### src/rtl/mag_compare_seq_pkg.sv
// Shared types and elaboration helpers for the sequential magnitude comparator.
// Holds the FSM state, the 2-bit result code and the width legality check.
package cmp_pkg;

    typedef enum logic {
        IDLE = 1'b0,
        CMP  = 1'b1
    } state_t;

    typedef enum logic [1:0] {
        RES_EQ   = 2'b00,
        RES_LT   = 2'b01,
        RES_GT   = 2'b10,
        RES_NONE = 2'b11
    } res_t;

    // Legal only when operands split into a whole number of non-empty slices.
    function automatic bit width_ok(input int width, input int slice);
        return (slice >= 1) && (width >= slice) && ((width % slice) == 0);
    endfunction

    // Full-equality resolution from the 7485-style cascade inputs, eq first.
    function automatic res_t cascade_res(input logic casc_eq, input logic casc_gt,
                                         input logic casc_lt);
        res_t res;
        if (casc_eq)
            res = RES_EQ;
        else if (casc_gt)
            res = RES_GT;
        else if (casc_lt)
            res = RES_LT;
        else
            res = RES_NONE;
        return res;
    endfunction

endpackage

### src/rtl/mag_compare_seq_slice_cmp.sv
// Combinational unsigned compare of one SLICE-bit slice pair.
module slice_cmp #(
    parameter int SLICE = 4
) (
    input  logic [SLICE-1:0] a,
    input  logic [SLICE-1:0] b,
    output logic             lt,
    output logic             gt,
    output logic             eq
);

    assign lt = (a < b);
    assign gt = (a > b);
    assign eq = (a == b);

endmodule

### src/rtl/mag_compare_seq.sv
// Sequential magnitude comparator: one slice per cycle, MSB slice first, early exit
// on the first differing slice, cascade inputs resolve full equality.
module mag_compare_seq
    import cmp_pkg::*;
#(
    parameter int WIDTH = 16,
    parameter int SLICE = 4
) (
    input  logic             clk,
    input  logic             rst_n,
    input  logic             start,
    input  logic [WIDTH-1:0] a,
    input  logic [WIDTH-1:0] b,
    input  logic             signed_mode,
    input  logic             casc_lt,
    input  logic             casc_gt,
    input  logic             casc_eq,
    output logic             busy,
    output logic             done,
    output logic             lt,
    output logic             gt,
    output logic             eq
);

    localparam int NSLICE = (SLICE >= 1) ? (WIDTH / SLICE) : 1;
    localparam int IDXW   = (NSLICE > 1) ? $clog2(NSLICE) : 1;
    localparam logic [WIDTH-1:0] MSB_MASK = WIDTH'(1) << (WIDTH - 1);

    generate
        if (!width_ok(WIDTH, SLICE)) begin : g_bad_width
            $error("mag_compare_seq: WIDTH must be a non-zero multiple of SLICE >= 1");
        end
    endgenerate

    state_t            state_reg;
    logic [IDXW-1:0]   idx_reg;
    logic [WIDTH-1:0]  a_reg;
    logic [WIDTH-1:0]  b_reg;
    logic              casc_lt_reg;
    logic              casc_gt_reg;
    logic              casc_eq_reg;
    logic              busy_reg;
    logic              done_reg;
    logic              lt_reg;
    logic              gt_reg;
    logic              eq_reg;

    logic [SLICE-1:0]  a_sl [NSLICE];
    logic [SLICE-1:0]  b_sl [NSLICE];
    logic [SLICE-1:0]  cur_a;
    logic [SLICE-1:0]  cur_b;
    logic              sl_lt;
    logic              sl_gt;
    logic              sl_eq;
    logic              finish;
    res_t              res_next;

    generate
        for (genvar gi = 0; gi < NSLICE; gi++) begin : g_slices
            assign a_sl[gi] = a_reg[gi*SLICE +: SLICE];
            assign b_sl[gi] = b_reg[gi*SLICE +: SLICE];
        end
    endgenerate

    assign cur_a = a_sl[idx_reg];
    assign cur_b = b_sl[idx_reg];

    slice_cmp #(
        .SLICE (SLICE)
    ) u_slice_cmp (
        .a  (cur_a),
        .b  (cur_b),
        .lt (sl_lt),
        .gt (sl_gt),
        .eq (sl_eq)
    );

    // A differing slice settles the order; an equal last slice defers to the cascade.
    always_comb begin
        res_next = RES_NONE;
        finish   = 1'b0;
        if (sl_gt) begin
            res_next = RES_GT;
            finish   = 1'b1;
        end else if (sl_lt) begin
            res_next = RES_LT;
            finish   = 1'b1;
        end else if (idx_reg == '0) begin
            res_next = cascade_res(casc_eq_reg, casc_gt_reg, casc_lt_reg);
            finish   = 1'b1;
        end
    end

    always_ff @(posedge clk or negedge rst_n) begin
        if (!rst_n) begin
            state_reg   <= IDLE;
            idx_reg     <= '0;
            a_reg       <= '0;
            b_reg       <= '0;
            casc_lt_reg <= 1'b0;
            casc_gt_reg <= 1'b0;
            casc_eq_reg <= 1'b0;
            busy_reg    <= 1'b0;
            done_reg    <= 1'b0;
            lt_reg      <= 1'b0;
            gt_reg      <= 1'b0;
            eq_reg      <= 1'b0;
        end else begin
            done_reg <= 1'b0;
            case (state_reg)
                IDLE: begin
                    if (start) begin
                        // Flipping both sign bits maps two's-complement order onto unsigned order.
                        a_reg       <= signed_mode ? (a ^ MSB_MASK) : a;
                        b_reg       <= signed_mode ? (b ^ MSB_MASK) : b;
                        casc_lt_reg <= casc_lt;
                        casc_gt_reg <= casc_gt;
                        casc_eq_reg <= casc_eq;
                        lt_reg      <= 1'b0;
                        gt_reg      <= 1'b0;
                        eq_reg      <= 1'b0;
                        idx_reg     <= IDXW'(NSLICE - 1);
                        busy_reg    <= 1'b1;
                        state_reg   <= CMP;
                    end
                end
                CMP: begin
                    if (finish) begin
                        lt_reg    <= (res_next == RES_LT);
                        gt_reg    <= (res_next == RES_GT);
                        eq_reg    <= (res_next == RES_EQ);
                        busy_reg  <= 1'b0;
                        done_reg  <= 1'b1;
                        state_reg <= IDLE;
                    end else begin
                        idx_reg <= idx_reg - 1'b1;
                    end
                end
                default: begin
                    busy_reg  <= 1'b0;
                    state_reg <= IDLE;
                end
            endcase
        end
    end

    assign busy = busy_reg;
    assign done = done_reg;
    assign lt   = lt_reg;
    assign gt   = gt_reg;
    assign eq   = eq_reg;

endmodule

### config.mk
export PLATFORM = sky130hd
export DESIGN_NAME = mag_compare_seq
export DESIGN_NICKNAME = d
export VERILOG_FILES = /design/src/rtl/mag_compare_seq_pkg.sv /design/src/rtl/mag_compare_seq_slice_cmp.sv /design/src/rtl/mag_compare_seq.sv
export SDC_FILE = /design/constraint.sdc
export NUM_CORES = 1
export LEC_CHECK = 0
export ABC_AREA = 1
export CAP_MARGIN = 15
export CORE_ASPECT_RATIO = 0.5
export CORE_MARGIN = 8
export CORE_UTILIZATION = 35
export CTS_BUF_LIST = sky130_fd_sc_hd__clkbuf_2 sky130_fd_sc_hd__clkbuf_4 sky130_fd_sc_hd__clkbuf_8
export CTS_CLUSTER_DIAMETER = 30
export DETAILED_ROUTE_END_ITERATION = 10
export GPL_TIMING_DRIVEN = 0
export MAX_ROUTING_LAYER = met4
export PLACE_DENSITY = 0.67
export SYNTH_ARGS = -nofsm -noshare
export SYNTH_HDL_FRONTEND = slang
export SYNTH_SLANG_ARGS = --single-unit
### constraint.sdc
create_clock -name clk -period 2.2 [get_ports clk]
set_input_delay 0.33 -clock clk [delete_from_list [all_inputs] [get_ports clk]]
set_output_delay 0.33 -clock clk [all_outputs]
set_load 0.01 [all_outputs]
==> impl_metrics.py, run 1 <==
metrics = {
    "critical_path": {
        "cp-start-kind": "register",
        "cp_cell_sequence": "buf_6 > inv_6 > buf_8 > o21ai_0 > o22ai_2 > ha_1 > nand2_2 > inv_1 > nand2_1 > nand2_2 > nand2_1 > nand2_2 > nand3_1 > nand2_1",
        "cp.arrival_ns": 2.30,
        "worstSetupEndpointType": "register",
        "slowest_stage": "dfrtp_1",
        "max_stage_delay_ns": 0.35,
        "critPathMaxFanout": 10,
        "required_ns": 2.39,
        "worstSetupPathType": "reg2reg",
        "worst-r2r-cell-count": 14,
    },
    "run": {
        "maxCapViolCount": 0,
    },
    "placed_design": {
        "portBuffers": 43,
        "gp_congestion": 0.809,
        "hpwlAfterDp_um": 3490,
    },
    "power_and_ir_drop": {
        "power_density_nw_per_um2": 1200,
        "ir_drop_v": 0.000392,
        "power.total_mw": 3.39,
        "p_leak_nw": 1.31,
    },
    "sta": {
        "hold_viol_final": 0,
        "slew_violations": 0,
        "worst_clock_skew_ns": 0.00584,
        "min_period_over_period": 0.958,
        "worstMarginPinSlew_ns": 0.276,
        "fin_crit_ns": 2.11,
        "max_freq_mhz": 474,
        "relSlewSlack": 0.816,
        "setup_viol": 0,
    },
    "logic_synthesis": {
        "synthCells": 185,
        "yosys_warnings": 0,
        "synth_cell_type_count": 20,
        "synth_nets": 229,
        "synth-seq-cells": 43,
        "netlist_top_cells_area": "dfrtp_1 (50%), mux2_4 (18%), nand2_1 (6.5%), ha_1 (2.9%), buf_12 (2.8%)",
        "yosys.area.top_type_share": 0.505,
        "synth_top_area_cell": "dfrtp_1",
        "syn_area_sq_um": 2130,
        "avgSynthCellArea_sq_um": 11.5,
        "yosysSeqAreaShare": 0.505,
    },
    "cells_and_area": {
        "diodes": 0,
        "final_util": 0.472,
        "final_nets": 281,
        "syn_to_final_growth_pct": 32.4,
        "layout-drive-gt1-share": 0.249,
    },
    "routing": {
        "avgViaCountPerCell": 4.85,
        "dr.pass1.iters": 4,
        "drtIter0Drc": 98,
        "drc": 0,
        "routed_wl_um": 4790,
        "num_vias": 1524,
        "wire_per_inst_um": 15.3,
        "antenna_left": 0,
    },
    "floorplan": {
        "initial_core_util": 0.356,
        "rows": 20,
        "die_area_sq_um": 8990,
        "io_pins": 44,
        "fp.coreArea_sq_um": 5980,
        "dieHeight_um": 71.2,
        "die_width_um": 126,
    },
    "clock_network": {
        "clock_latency_ns": 0.30,
        "cts_inserted_buffers": 5,
        "clockRootBuffer": "clkbuf_8",
        "clk_pin_slew_ns": 0.08,
        "clockBufferDepth": 2,
        "cts_num_sinks": 43,
        "cts_setup_buffers": 0,
        "cts_tree": "yes",
        "htreeDepth": 2,
    },
    "global_route": {
        "grt_util_all_layers": 0.115,
        "grt_pass1_vias": 1686,
        "overflow": 0,
        "grt_max_degree": 43,
        "antenna_found_initial": 0,
        "grt_first_pass_wirelength_um": 8140,
    },
    "run_status": {
        "outcome": "complete, no violations",
    },
    "min_path": {
        "hold_class": "in2async",
    },
}
[kinds of logic after synthesis]
logic type               Yosys count  synth area share
buffers and inverters             18            0.0587
AO/OA/AOI/OAI                     27            0.0752
flip-flops                        43             0.505
adder cells (fa/ha/maj)            5            0.0294
multiplexers                      31             0.210
XOR/XNOR                           2           0.00822
AND/OR/NAND/NOR                   59             0.114
[final timing paths]
check,startpoint,endpoint,slack [ns]
worst max-delay path,idx_reg[0],lt,0.09
worst min-delay path,rst_n,a_reg[1],0.35
worst max register to register,idx_reg[0],lt,0.09
worst min register to register,busy,busy,0.48
max in group asynchronous,rst_n,idx_reg[1],1.43
min in group clk,busy,busy,0.48
[area by class of cell]
class                           instances  area [sq um]
Fill cell                             518          3160
Sequential cell                        43          1080
Multi-Input combinational cell        124           953
Timing Repair Buffer                   45           455
Buffer                                  8           109
Tap cell                               77          96.3
Clock buffer                            6          82.6
Inverter                               10          42.5
Clock inverter                          1          5.00
[what timing repair did]
| action | CTS | global route |
|---|---|---|
| endpoints found under the hold margin | 1 | 0 |
| hold buffers | 1 | 0 |
| pin swaps | 0 | 0 |
| endpoints found under the setup margin | 8 | 8 |
| gates resized for setup | 5 | 17 |
[per-stage QoR]
stage	area [sq um]	worst slack, ns	hold slack [ns]	TNS [ns]	cells
floorplan	2130	0.295	0.0344	0	185
global placement	2660	-0.278	0.459	-12.24	305
detailed placement	2670	-0.111	0.129	-0.645	306
CTS	2780	0.0190	0.350	0	314
global route	2820	-0.0771	0.359	-0.342	314
finish	2820	0.0918	0.350	0	314
[where the power goes]
group / leakage [nW] / total, mW / switching, mW / internal (mW)
logic: 0.758 / 1.69 / 0.875 / 0.819
clock network: 0.0470 / 0.507 / 0.261 / 0.246
registers: 0.504 / 1.19 / 0.160 / 1.03
total: 1.31 / 3.39 / 1.30 / 2.10
[critical path: cells and delay by family (launching register included)]
kind,cells,cell delay [ns]
simple gates,7,0.59
flops,1,0.35
fa+ha+maj,1,0.32
compound gates,2,0.34
buf+inv,4,0.39
[cell usage after synthesis]
library cell / n
ha_1: 5
nor2_1: 11
nand2_4: 1
o21ai_0: 12
buf_2: 4
inv_2: 2
a32o_1: 4
buf_12: 3
dfrtp_1: 43
nand3_1: 8
xnor2_1: 2
mux2_4: 26
buf_4: 1
a21oi_1: 7
mux2_2: 5
nand4_1: 1
nand2_1: 37
nor3_1: 1
o22ai_1: 4
inv_1: 8
[cells in the final DEF, fill, tap and decap left out, drive strengths merged, types with 6 or more instances in the layout]
cell / netlist / layout
a21oi: 7 / 7
buf: 8 / 10
clkbuf: 0 / 6
clkdlybuf4s50: 0 / 42
dfrtp: 43 / 43
inv: 10 / 10
mux2: 31 / 31
nand2: 38 / 38
nand3: 8 / 8
nor2: 11 / 11
o21ai: 12 / 12
[layer usage]
| metal | part of all wire | track usage | up-vias | wire [um] |
|---|---|---|---|---|
| met5 | 0 | - | - | 0 |
| met3 | 0.040 | 0.0307 | 7 | 191 |
| met2 | 0.49 | 0.190 | 25 | 2370 |
| met4 | 0.0098 | 0.0357 | 0 | 47 |
| met1 | 0.46 | 0.134 | 760 | 2180 |
| li1 | - | - | 732 | - |
Power figures use the tool's default switching activity.
==> run 2: changes to the inputs <==
PLACE_DENSITY = 0.69   (was 0.67)
clock period = 1.7 ns   (was 2.2 ns; I/O delays follow)
==> impl_metrics.py, run 2 (synthesized netlist as in run 1, its figures left out) <==
metrics = {
    "sta": {
        "fin_crit_ns": 1.95,
        "worst_clock_skew_ns": 0.00609,
        "tns_ns": -1.60,
        "rsz0062_at_grt": "true",
        "hold_viol_final": 0,
        "worstMarginPinSlew_ns": 0.497,
        "min_period_over_period": 1.15,
        "setup_viol": 8,
        "fin_ws_ns": -0.253,
        "slew_violations": 0,
        "relSlewSlack": 0.669,
        "max_freq_mhz": 512,
    },
    "min_path": {
        "hold_class": "in2async",
    },
    "routing": {
        "top_layer_used": "met4",
        "dr.pass1.iters": 4,
        "wl_met1_um": 2410,
        "wl_met2_um": 2420,
        "avgViaCountPerCell": 4.84,
        "wl_met3_um": 169,
        "routed_wl_um": 5030,
        "drtIter0Drc": 59,
        "num_vias": 1555,
        "wire_per_inst_um": 15.7,
        "drc": 0,
        "antenna_left": 0,
    },
    "placed_design": {
        "gp_congestion": 0.785,
        "placedCellCount": 306,
        "post_dp_cell_area_sq_um": 2730,
        "hpwlAfterDp_um": 3520,
        "portBuffers": 43,
        "place_ws_ns": -0.312,
    },
    "global_route": {
        "overflow": 0,
        "grt_util_all_layers": 0.116,
        "grt_max_degree": 25,
        "grt_pass1_vias": 1679,
        "grt_first_pass_wirelength_um": 8110,
        "antenna_found_initial": 0,
    },
    "cells_and_area": {
        "final_area_sq_um": 3100,
        "stdcell_count": 321,
        "fillCellCount": 503,
        "final_nets": 287,
        "layout-drive-gt1-share": 0.406,
        "syn_to_final_growth_pct": 45.5,
        "layout_common_cells": "dfrtp_1 (42), clkdlybuf4s50_1 (42), nand2_1 (27)",
        "diodes": 0,
        "final_util": 0.518,
    },
    "floorplan": {
        "rows": 20,
        "die_area_sq_um": 8990,
        "dieHeight_um": 71.2,
        "fp.coreArea_sq_um": 5980,
        "io_pins": 44,
        "die_width_um": 126,
        "initial_core_util": 0.356,
    },
    "clock_network": {
        "cts_num_sinks": 43,
        "cts_tree": "yes",
        "clk_pin_slew_ns": 0.08,
        "cts_inserted_buffers": 5,
        "htreeDepth": 2,
        "clockRootBuffer": "clkbuf_8",
        "clock_latency_ns": 0.31,
        "clockBufferDepth": 2,
    },
    "critical_path": {
        "worstSetupPathType": "reg2reg",
        "worst-r2r-cell-count": 12,
        "r2r_start": "idx_reg[0]",
        "slowest_stage": "dfrtp_1",
        "reg2reg_to": "idx_reg[1]",
        "cp.arrival_ns": 2.20,
        "critPathMaxFanout": 5,
        "worstSetupEndpointType": "register",
        "reg2reg_slack_ns": -0.25,
        "cp.depth": 12,
        "crit_end": "idx_reg[1]",
        "crit_buf_inv": 3,
        "max_stage_delay_ns": 0.35,
        "startpoint": "idx_reg[0]",
        "cp_cell_sequence": "buf_6 > clkinv_8 > buf_6 > o21ai_1 > o22ai_2 > ha_4 > nand2_2 > nor3_4 > nand3_2 > nand2_2 > nand2_1 > nand2_1",
        "required_ns": 1.94,
        "path_delay_family": "simple AND/OR/NAND/NOR gates",
        "cp-start-kind": "register",
    },
    "power_and_ir_drop": {
        "power_density_nw_per_um2": 1740,
        "p_leak_nw": 1.41,
        "ir_drop_v": 0.000712,
    },
    "run": {
        "maxCapViolCount": 0,
    },
    "run_status": {
        "outcome": "finished with violations",
        "violations": "setup timing",
    },
}
run 2: layout make-up:
cell class              count  area, sq um  area share
clock buffers               8          104      0.0335
inverters                  10         50.0      0.0161
repair inverters            1         8.76     0.00282
well taps                  77         96.3      0.0311
repair buffers             50          505       0.163
flip-flops and latches     43         1080       0.347
multi-input cells         124         1140       0.367
plain buffers               8          121      0.0391
run 2: per-stage QoR:
stage	hold slack, ns	total power, mW
after detailed placement	0.243	3.70
after floorplan	-0.0406	3.13
after CTS	0.450	4.94
after global routing	0.484	5.79
final	0.443	5.39
after global placement	0.458	3.63
run 2: report_power, final:
group          leakage [nW]  internal [mW]  switching (mW)
combinational         0.852           1.53            1.57
sequential            0.504           1.33           0.218
clock                0.0549          0.387           0.353
total                  1.41           3.25            2.14
run 2: worst min-delay path by stage:
stage | start | end | slack, ns | cells past startpoint
finish | rst_n | casc_gt_reg | 0.44 | 2
global route | rst_n | b_reg[7] | 0.48 | 2
CTS | rst_n | casc_gt_reg | 0.45 | 2
detailed placement | rst_n | casc_gt_reg | 0.24 | 1
global placement | busy | busy | 0.46 | 2
floorplan | rst_n | a_reg[0] | -0.04 | 0
run 2: timing repair:
action | 4_1_cts | 5_1_grt
buffers inserted | 3 | 0
pin swaps | 8 | 9
setup endpoints to repair | 8 | 8
hold buffers | 1 | 0
hold endpoints to repair | 19 | 0
gates cloned | 1 | 2
gates resized for setup | 29 | 26
run 2: per-layer routing:
layer | vias to the layer above | track usage
li1 | 750 | -
met1 | 775 | 0.140
met2 | 26 | 0.185
met3 | 4 | 0.0367
met4 | 0 | 0.0277
met5 | - | -
